**src/rtl/up_ctr_pkg.sv**
```systemverilog
// Shared constants and types for the up_ctr counter block.
package up_ctr_pkg;

    // Default counter width; the top and detector fall back to this.
    localparam int unsigned DEFAULT_WIDTH = 5;

    // Count value at the default width.
    typedef logic [DEFAULT_WIDTH-1:0] count_t;

endpackage : up_ctr_pkg

```
**src/rtl/up_ctr_tc_det.sv**
```systemverilog
// Terminal-count detector for up_ctr: flags the last value of the sequence.
// With UP_CTR_TC_EN defined it also flags the value one before the last,
// so the registered tc output lines up with the cycle where out is last.
module up_ctr_tc_det
    import up_ctr_pkg::*;
#(
    parameter int unsigned WIDTH   = DEFAULT_WIDTH,
    parameter int unsigned MODULUS = 2 ** WIDTH
) (
    input  logic [WIDTH-1:0] value,
    output logic             is_term
`ifdef UP_CTR_TC_EN
    ,
    output logic             is_pre
`endif
);

    localparam logic [WIDTH-1:0] LAST = WIDTH'(MODULUS - 1);

    // Last value of the count sequence
    always_comb begin
        is_term = (value == LAST);
    end

`ifdef UP_CTR_TC_EN
    localparam logic [WIDTH-1:0] PRE = WIDTH'(MODULUS - 2);

    // Value whose successor is the last one; registered into tc
    always_comb begin
        is_pre = (value == PRE);
    end
`endif

endmodule : up_ctr_tc_det

```
**src/rtl/up_ctr.sv**
```systemverilog
// Free-running modulo-MODULUS up counter, asynchronous active-low reset.
// Optional feature macro: UP_CTR_TC_EN adds a registered terminal-count
// output tc that is high for the one cycle where out == MODULUS-1.
module up_ctr
    import up_ctr_pkg::*;
#(
    parameter int unsigned WIDTH   = DEFAULT_WIDTH,
    parameter int unsigned MODULUS = 2 ** WIDTH
) (
    input  logic             clk,
    input  logic             rst,
    output logic [WIDTH-1:0] out
`ifdef UP_CTR_TC_EN
    ,
    output logic             tc
`endif
);

    logic             is_term;
    logic [WIDTH-1:0] cnt_next;

`ifdef UP_CTR_TC_EN
    logic             is_pre;

    up_ctr_tc_det #(
        .WIDTH   (WIDTH),
        .MODULUS (MODULUS)
    ) u_tc_det (
        .value   (out),
        .is_term (is_term),
        .is_pre  (is_pre)
    );
`else
    up_ctr_tc_det #(
        .WIDTH   (WIDTH),
        .MODULUS (MODULUS)
    ) u_tc_det (
        .value   (out),
        .is_term (is_term)
    );
`endif

    // Next count: wrap to zero after the last value, else add one
    always_comb begin
        cnt_next = out + WIDTH'(1);
        if (is_term) begin
            cnt_next = '0;
        end
    end

    // Count register
    always_ff @(posedge clk or negedge rst) begin
        if (!rst) begin
            out <= '0;
        end else begin
            out <= cnt_next;
        end
    end

`ifdef UP_CTR_TC_EN
    // tc is loaded one value early so it is high exactly while out is last
    always_ff @(posedge clk or negedge rst) begin
        if (!rst) begin
            tc <= 1'b0;
        end else begin
            tc <= is_pre;
        end
    end
`endif

endmodule : up_ctr

```
**config.mk**
```make
export PLATFORM = sky130hd
export DESIGN_NAME = up_ctr
export DESIGN_NICKNAME = d
export VERILOG_FILES = /design/src/rtl/up_ctr_pkg.sv /design/src/rtl/up_ctr_tc_det.sv /design/src/rtl/up_ctr.sv
export SDC_FILE = /design/constraint.sdc
export NUM_CORES = 1
export LEC_CHECK = 0
export CAP_MARGIN = 20
export CORE_AREA = 3 3 40 42
export DETAILED_ROUTE_END_ITERATION = 16
export DIE_AREA = 0 0 43 45
export GPL_TIMING_DRIVEN = 0
export PLACE_DENSITY = 0.44
export SETUP_SLACK_MARGIN = 0.5
export SKIP_CTS_REPAIR_TIMING = 1
export SLEW_MARGIN = 40
export SYNTH_ARGS = -nofsm -noshare
export SYNTH_HDL_FRONTEND = slang
export SYNTH_SLANG_ARGS = --single-unit
```
**constraint.sdc**
```tcl
create_clock -name clk -period 1.6 [get_ports clk]
set_input_delay 0.32 -clock clk [delete_from_list [all_inputs] [get_ports clk]]
set_output_delay 0.32 -clock clk [all_outputs]
set_load 0.02 [all_outputs]
```
==> metrics.md, run 1 <==
| Metric | Value |
|---|---|
| Status | `finished, final reports clean` |
| Final setup viols | `0` |
| Vias in the first global route | `~150` |
| RSZ-0062 raised after global routing | `true` |
| Hold Path Class | `in -> async` |
| IO Pins | `7` |
| Crit path capture type | `flip-flop` |
| Largest net degree at the start of global routing | `6` |
| CTS clock-pin slew for the worst setup and hold paths | `~0.050 ns` |
| Slew margin rel. | `0.839` |
| DRC violations left | `0` |
| Largest register FFs | `5` |
| Peak fanout along the critical path | `4` |
| Count of cell types in the netlist | `8` |
| Drt first-iter violations | `1` |
| Placed Area | `~320 sq um` |
| Leak | `between 0.2 and 0.25 nW` |
| Length in cells of the worst reg-to-reg path | `5` |
| Yosys reg bits | `5` |
| Initial antenna violation count | `0` |
| Top Registers | `out x5` |
| WL/cell | `around 10 microns` |
| Reg with most FFs | `out` |
| Layout area overhead | `97.0%` |
| Period minus WS final | `1.26 ns` |
| First-pass GRT wire length | `roughly 720 microns` |
| DR vias | `~180` |
| CTS tree | `yes` |
| Clk root buf | `clkbuf_4` |
| Worst EP arrival | `around 1.4 ns` |
| Setup CP Type | `reg -> reg` |
| # rows | `13` |
| Post-route cell area | `about 410 sq um` |
| Syn Area/Cell | `between 10 and 15 sq um` |
| Setup crit start kind | `flip-flop` |
| Cells after synthesis | `15` |
| Sequential-to-total area share from yosys stat | `0.599` |
| Final Cycle Share | `0.788` |
| Routed WL | `502 microns` |
| Core ar. | `0.00128 sq mm` |
| NumNets Final | `38` |
| Die area | `approximately 0.0019 sq mm` |
| Fmax | `~790 MHz` |
| Die W | `between 40 and 50 microns` |
| Tightest Pin Transition | `approximately 0.24 ns` |
| Pwr Density | `~670 mW/mm^2` |
| Diodes inserted | `0` |
| Post-DRT Antenna Nets | `0` |
| Port bufs | `6` |
| Skew final | `0.00370 ns` |
| Via density | `roughly 3.8` |
| Synth Net Count | `19` |
| Grt total ovfl | `0` |
| Worst skew pair latency | `about 0.24 ns` |
| Fin. Hold Viols | `0` |
| Die Ht | `45 microns` |
| Detailed Routing Iterations Pass 1 | `2` |
| Starting utilization of the core area | `0.163` |
| Slew Limit Fails | `0` |
| Max Root-Sink Buffers | `2` |
| Setup TNS | `0 ns` |
| Post-DP HPWL | `312 microns` |
| Worst Hold Slack | `roughly 0.31 ns` |
| H-tree depth | `1` |
| Sink Count | `5` |
| CTS Buf Count | `3` |
| Data required, critical path | `between 1.5 and 2 ns` |
| Mapped Area | `approximately 210 sq um` |
| Max-Cap Viols | `0` |
| Total track usage | `0.0569` |
| Synth warn | `0` |
| Share of cells above drive strength 1 | `0.727` |
| Maximum vdd ir drop | `0.000327 V` |
| RePlAce Congestion | `around 0.67` |
[cells by family (layout without fill, tap and decap cells)]
kind of cell / count (synthesis) / count (layout) / synth area share
DFF: 5 / 5 / 0.599
adders and majority gates: 2 / 2 / 0.120
and+or+nand+nor: 6 / 6 / 0.168
xor gates and xnor gates: 1 / 1 / 0.0419
muxes: 1 / 1 / 0.0718
buffers and inverters: 0 / 18 / 0
[worst max-delay path, cell delays in order (launching register included)]
cell and delay [ns]:
dfrtp_2 0.40, ha_4 0.14, and3_4 0.17, ha_4 0.14, nor2b_1 0.05, mux2_4 0.25
[cell usage after synthesis]
cell type  count  area (sq um)
xnor2_1        1          8.76
mux2_4         1          15.0
nand3_2        1          10.0
nor2b_1        1          6.26
and3_2         1          7.51
dfrtp_1        5           125
nor2_1         3          11.3
ha_1           2          25.0
[cell type report]
type	count	area, sq um
sequential	5	128
clock buffer	4	26.3
timing repair buffer	14	121
tap	15	18.8
multi-input combinational	10	118
fill	133	873
[path summary, 6_finish.rpt]
kind,to,start,slack (ns)
max,out[3]$_DFF_PN0_,out[1]$_DFF_PN0_,0.34
min,out[3]$_DFF_PN0_,rst,0.31
max reg2reg,out[3]$_DFF_PN0_,out[1]$_DFF_PN0_,0.34
min reg2reg,out[1]$_DFF_PN0_,out[0]$_DFF_PN0_,0.55
max in group asynchronous,out[1]$_DFF_PN0_,rst,1.07
min in group clk,out[1]$_DFF_PN0_,out[0]$_DFF_PN0_,0.55
[cells in the final DEF, fill, tap and decap left out]
cell,count
and3_4,1
buf_4,8
buf_6,3
clkbuf_1,1
clkbuf_2,1
clkbuf_4,3
clkdlybuf4s50_1,1
dfrtp_1,3
dfrtp_2,2
dlymetal6s2s_1,1
ha_4,2
mux2_4,1
nand3_2,1
nor2_1,1
nor2_2,2
nor2b_1,1
xnor2_1,1
[per-layer routing]
layer / vias up / routed length (microns) / global-route usage
li1: 86 / - / -
met1: 88 / 244 / 0.0756
met2: 7 / 208 / 0.0599
met3: 0 / 49 / 0.0438
met4: 0 / 0 / 0.0361
met5: - / 0 / 0
[per-stage QoR]
| step | setup WS, ns | power (mW) | utilization | cells |
|---|---|---|---|---|
| 2_1_floorplan | 0.284 | 0.129 | - | 15 |
| 3_3_place_gp | 0.255 | 0.134 | 0.248 | 36 |
| 3_5_place_dp | 0.257 | 0.134 | 0.248 | 36 |
| 4_1_cts | -0.0172 | 0.284 | 0.269 | 40 |
| 5_1_grt | 0.313 | 0.293 | 0.320 | 48 |
| 6_report | 0.339 | 0.276 | 0.320 | 48 |
[where the power goes]
part	switching (mW)	internal, mW	total, mW
registers	0	0.127	0.127
clock network	0.0502	0.0942	0.144
logic	0.00245	0.00217	0.00462
No activity file was read; power rests on OpenSTA's default activity.
==> inputs of run 2 (changes only) <==
clock period = 1.2 ns   (was 1.6 ns; I/O delays follow)
==> run 2 against run 1 <==
Net effect:
- the run now ends with negative setup slack left
- sequential power is 33% higher
- sequential share of layout area grew 2.3 points
- hold slack worse by 0.091 ns
- fmax is 0.66% lower
- routed wire length is 6.6% lower
- register-to-register slack worse by 0.41 ns
- sequential cell count unchanged
- first-iteration DRC count stayed put
- critical endpoint unchanged
- highest routed layer is now met4
==> metrics.md, run 2 (synthesized netlist as in run 1, its figures left out) <==
| Metric | Value |
|---|---|
| Fin cells | `45 (-6.3%)` |
| Layout Utilization | `0.301 (-0.0195)` |
| Pwr Density | `980 mW/mm^2 (+46%)` |
| CP Buf/Inv Count | `0 (unchanged)` |
| Leading cell type in the layout, fill and taps excluded | `buf_4` |
| Setup CP Type | `reg -> reg` |
| WL/cell | `10.4 microns (-0.35%)` |
| First-pass GRT wire length | `745 microns (+3.9%)` |
| Peak fanout along the critical path | `4 (unchanged)` |
| Die W | `43 microns (unchanged)` |
| Crit Reg-Reg Startpoint | `out[0]$_DFF_PN0_` |
| Leak | `0.164 nW (-19%)` |
| CTS tree | `yes` |
| Die Ht | `45 microns (unchanged)` |
| # rows | `13 (unchanged)` |
| Skew final | `0.000805 ns (-0.00289 ns)` |
| Hold Path Class | `in -> async` |
| Clk pwr share | `0.538 (+0.015)` |
| Commonest non-fill, non-tap cells in the layout | `buf_4 (4), clkbuf_4 (3), dfrtp_2 (3)` |
| Total track usage | `0.0627 (+0.00585)` |
| Violated checks | `negative setup slack` |
| Data required, critical path | `1.33 ns (-0.39 ns)` |
| Slew Limit Fails | `0 (unchanged)` |
| PnR worst setup slack | `-0.0692 ns (-0.408 ns)` |
| Die area | `0.00194 sq mm (unchanged)` |
| Max Root-Sink Buffers | `2 (unchanged)` |
| Share of cells above drive strength 1 | `0.667 (-0.0606)` |
| Clk root buf | `clkbuf_4` |
| Maximum vdd ir drop | `0.000318 V (-2.9%)` |
| Fin. Hold Viols | `0 (unchanged)` |
| Flop2flop setup slack | `-0.07 ns (-0.41 ns)` |
| Status | `finished with violations` |
| Period minus WS final | `1.27 ns (+0.00831 ns)` |
| Post-route cell area | `387 sq um (-6.1%)` |
| Switching pwr | `80.7 uW (+53%)` |
| Core ar. | `0.00128 sq mm (unchanged)` |
| Top Registers | `out x5` |
| IO Pins | `7 (unchanged)` |
| Initial antenna violation count | `0 (unchanged)` |
| Vias in the first global route | `177 (+16%)` |
| CTS Buf Count | `3 (unchanged)` |
| Largest register FFs | `5 (unchanged)` |
| Reg power frac | `0.446 (-0.014)` |
| H-tree depth | `1 (unchanged)` |
| DRC violations left | `0 (unchanged)` |
| Slowest stage delay, CP | `0.40 ns (about the same)` |
| Sw Share | `0.213 (+0.0222)` |
| Crit path max-delay family | `flip-flops` |
| Diodes inserted | `0 (unchanged)` |
| Routed WL | `469 microns (-6.6%)` |
| Post-DRT Antenna Nets | `0 (unchanged)` |
| Tightest Pin Transition | `0.236 ns (-0.00522 ns)` |
| Largest net degree at the start of global routing | `6 (unchanged)` |
| Via density | `3.89 (+3.1%)` |
| Slew margin rel. | `0.842 (+0.00349)` |
| R2R Path End | `out[3]$_DFF_PN0_` |
| Reg with most FFs | `out` |
| Dpl cells | `36 (unchanged)` |
| Worst skew pair latency | `0.25 ns (about the same)` |
| Placed Area | `320 sq um (+0.39%)` |
| Final setup viols | `1 (+1)` |
| CTS clock-pin slew for the worst setup and hold paths | `0.05 ns (about the same)` |
| Worst EP arrival | `1.40 ns (+0.02 ns)` |
| Worst path slowest cell | `dfrtp_2` |
| NumNets Final | `35 (-7.9%)` |
| CP Depth | `5 (unchanged)` |
| Port bufs | `6 (unchanged)` |
| Setup crit start kind | `flip-flop` |
| Drt first-iter violations | `1 (unchanged)` |
| Grt total ovfl | `0 (unchanged)` |
| Detailed Routing Iterations Pass 1 | `2 (unchanged)` |
| Pint | `298 uW (+34%)` |
| Max-Cap Viols | `0 (unchanged)` |
| RePlAce Congestion | `0.655 (-2.5%)` |
| Crit path capture type | `flip-flop` |
| Fmax | `788 MHz (-0.66%)` |
| Final Cycle Share | `1.06 (+0.270)` |
| RSZ-0062 raised after global routing | `true` |
| Sink Count | `5 (unchanged)` |
| Layout area overhead | `85.0%` |
| Critical path, cell by cell | `ha_4 > and3_4 > ha_4 > nor2_1 > mux2_4` |
| Starting utilization of the core area | `0.163 (unchanged)` |
| Most frequent CP cell | `ha_4` |
| DR vias | `175 (-3.3%)` |
| Gate power share | `0.016 (about the same)` |
| Length in cells of the worst reg-to-reg path | `5 (unchanged)` |
-- run 2: power groups by stage --
stage | Sequential, mW | Combinational (mW) | Clock, mW
6_report | 0.169 | 0.00609 | 0.204
5_1_grt | 0.169 | 0.00712 | 0.226
4_1_cts | 0.169 | 0.00648 | 0.212
3_5_place_dp | 0.172 | 0.00640 | 0
3_3_place_gp | 0.172 | 0.00644 | 0
2_1_floorplan | 0.172 | 0.0000000408 | 0
-- run 2: how the worst max path moves through the flow --
stage	from	end	slack, ns
CTS	out[1]$_DFF_PN0_	out[1]	-0.32
global placement	out[0]$_DFF_PN0_	out[3]$_DFF_PN0_	-0.08
global route	out[0]$_DFF_PN0_	out[3]$_DFF_PN0_	-0.12
finish	out[0]$_DFF_PN0_	out[3]$_DFF_PN0_	-0.07
floorplan	out[0]$_DFF_PN0_	out[3]$_DFF_PN0_	-0.12
detailed placement	out[0]$_DFF_PN0_	out[3]$_DFF_PN0_	-0.07
-- run 2: cell type report --
| type | instances | area (sq um) |
|---|---|---|
| clock buffers | 4 | 26.3 |
| fillers | 136 | 898 |
| multi-input cells | 10 | 115 |
| flip-flops and latches | 5 | 129 |
| well taps | 15 | 18.8 |
| repair buffers | 11 | 97.6 |
-- run 2: routing by layer --
metal  GRT usage  vias up  routed length [microns]
met5           0        -                        0
met2      0.0689        9                      180
met3      0.0398        2                       51
met1      0.0659       84                      221
met4      0.0904        0                       17
li1            -       80                        -
-- run 2: per-stage QoR --
stage	TNS [ns]	hold slack, ns	power (mW)	setup WS, ns
detailed placement	-0.259	0.485	0.178	-0.0728
global placement	-0.273	0.487	0.178	-0.0759
global route	-0.133	0.233	0.402	-0.117
finish	-0.0692	0.217	0.379	-0.0692
CTS	-1.65	0.221	0.388	-0.322
floorplan	-0.116	-0.0556	0.172	-0.116
==> inputs of run 3 (changes only) <==
CORE_AREA = 10 10 47 49   (was 3 3 40 42)
DIE_AREA = 0 0 57 59   (was 0 0 43 45)
==> run 3 against run 2 <==
Net effect:
- the flow still finishes with violations (negative setup slack)
- setup slack better by 0.0024 ns
- first-iteration DRC count down 100%
- critical endpoint unchanged
- die area increased by 74%
- critical path type unchanged
- clock skew is 0.0035 ns higher
- highest routed layer unchanged
- clock power is 3% lower
==> metrics.md, run 3 (synthesized netlist as in run 1, its figures left out) <==
| Metric | Value |
|---|---|
| Status | `finished with violations` |
| Violated checks | `negative setup slack` |
| Vias in the first global route | `164 (-7.3%)` |
| Setup TNS | `-0.0668 ns (+0.00244 ns)` |
| Die W | `57 microns (+33%)` |
| Maximum vdd ir drop | `0.000370 V (+16%)` |
| Largest net degree at the start of global routing | `6 (unchanged)` |
| Clk root buf | `clkbuf_4` |
| Slew Limit Fails | `0 (unchanged)` |
| Leak | `0.177 nW (+7.9%)` |
| Starting utilization of the core area | `0.149 (-0.0135)` |
| DRC violations left | `0 (unchanged)` |
| # rows | `14 (+1)` |
| Commonest non-fill, non-tap cells in the layout | `buf_4 (5), clkbuf_4 (3), dfrtp_2 (3)` |
| Initial antenna violation count | `0 (unchanged)` |
| Period minus WS final | `1.27 ns (-0.00244 ns)` |
| CTS tree | `yes` |
| Largest register FFs | `5 (unchanged)` |
| Worst path slowest cell | `dfrtp_2` |
| CTS clock-pin slew for the worst setup and hold paths | `0.05 ns (about the same)` |
| IO Pins | `7 (unchanged)` |
| Critical path, cell by cell | `ha_4 > and3_4 > ha_4 > nor2_1 > mux2_4` |
| Grt total ovfl | `0 (unchanged)` |
| Max Root-Sink Buffers | `2 (unchanged)` |
| Slowest stage delay, CP | `0.40 ns (about the same)` |
| First-pass GRT wire length | `779 microns (+4.6%)` |
| CTS Buf Count | `3 (unchanged)` |
| Sink Count | `5 (unchanged)` |
| RePlAce Congestion | `0.591 (-9.7%)` |
| Hold Path Class | `in -> async` |
| Placed Area | `322 sq um (+0.39%)` |
| Fin. Hold Viols | `0 (unchanged)` |
| Setup crit start kind | `flip-flop` |
| Data required, critical path | `1.33 ns (about the same)` |
| Via density | `3.64 (-6.3%)` |
| Slew margin rel. | `0.834 (-0.00825)` |
| Most frequent CP cell | `ha_4` |
| RSZ-0062 raised after global routing | `true` |
| H-tree depth | `1 (unchanged)` |
| Crit path max-delay family | `flip-flops` |
| Final total power | `374 uW (-1.3%)` |
| Worst skew pair latency | `0.25 ns (about the same)` |
| Peak fanout along the critical path | `4 (unchanged)` |
| Skew final | `0.00426 ns (+0.00345 ns)` |
| WL/cell | `11.3 microns (+8.5%)` |
| CP Buf/Inv Count | `0 (unchanged)` |
| PnR worst setup slack | `-0.0668 ns (+0.00244 ns)` |
| Routed WL | `509 microns (+8.5%)` |
| Drt first-iter violations | `0 (-1)` |
| Post-route cell area | `379 sq um (-1.9%)` |
| Pwr Density | `986 mW/mm^2 (+0.61%)` |
| Die Ht | `59 microns (+31%)` |
| Tightest Pin Transition | `0.248 ns (+0.0123 ns)` |
| DR vias | `164 (-6.3%)` |
| Post-DRT Antenna Nets | `0 (unchanged)` |
| Layout Utilization | `0.271 (-0.0303)` |
| Layout area overhead | `81.4%` |
| Total track usage | `0.0350 (-0.0277)` |
| Port bufs | `6 (unchanged)` |
| Diodes inserted | `0 (unchanged)` |
| Top Registers | `out x5` |
| Core ar. | `0.00140 sq mm (+9.1%)` |
| Final Cycle Share | `1.06 (-0.00203)` |
| Crit path capture type | `flip-flop` |
| Dpl ws | `-0.0685 ns (+0.00424 ns)` |
| Final setup viols | `1 (unchanged)` |
| Die area | `0.00336 sq mm (+74%)` |
| Leading cell type in the layout, fill and taps excluded | `buf_4` |
| Setup CP Type | `reg -> reg` |
| Share of cells above drive strength 1 | `0.655 (-0.0115)` |
| Detailed Routing Iterations Pass 1 | `1 (-1)` |
| Reg with most FFs | `out` |
| Max-Cap Viols | `0 (unchanged)` |
| Fmax | `789 MHz (+0.19%)` |
| Worst EP arrival | `1.40 ns (about the same)` |
| NumNets Final | `34 (-2.9%)` |
-- run 3: changes by cell type in the layout (fill, tap and decap cells not counted), sizes merged --
| cell | previous run | this run |
|---|---|---|
| buf | 7 | 6 |
-- run 3: worst paths after layout --
| check | from | to | slack [ns] | depth (start not counted) |
|---|---|---|---|---|
| max reg2reg | out[0]$_DFF_PN0_ | out[3]$_DFF_PN0_ | -0.07 | 5 |
| min | rst | out[4]$_DFF_PN0_ | 0.22 | 1 |
| max in group asynchronous | rst | out[1]$_DFF_PN0_ | 0.75 | 1 |
| max | out[0]$_DFF_PN0_ | out[3]$_DFF_PN0_ | -0.07 | 5 |
| min in group clk | out[0]$_DFF_PN0_ | out[0]$_DFF_PN0_ | 0.51 | 1 |
| min reg2reg | out[0]$_DFF_PN0_ | out[0]$_DFF_PN0_ | 0.51 | 1 |
-- run 3: metrics by stage --
stage / std cells / hold WS (ns)
after detailed placement: 37 / 0.484
final: 45 / 0.224
after floorplan: 15 / -0.0556
after CTS: 41 / 0.225
after global routing: 45 / 0.237
after global placement: 37 / 0.481
-- run 3: power by group --
| part | internal (mW) | switching (mW) | total, mW |
|---|---|---|---|
| clock | 0.126 | 0.0725 | 0.198 |
| combinational | 0.00290 | 0.00337 | 0.00626 |
| sequential | 0.169 | 0 | 0.169 |
-- run 3: cell type report --
class	instances	area (sq um)
clock buffer	4	26.3
fill	152	1020
multi-input combinational	10	115
sequential	5	129
tap	16	20.0
timing repair buffer	10	88.8
-- run 3: layer usage --
| metal | GRT usage | share of wire |
|---|---|---|
| met5 | 0 | 0 |
| met3 | 0.0472 | 0.16 |
| met1 | 0.0346 | 0.49 |
| met2 | 0.0279 | 0.31 |
| met4 | 0.0403 | 0.033 |
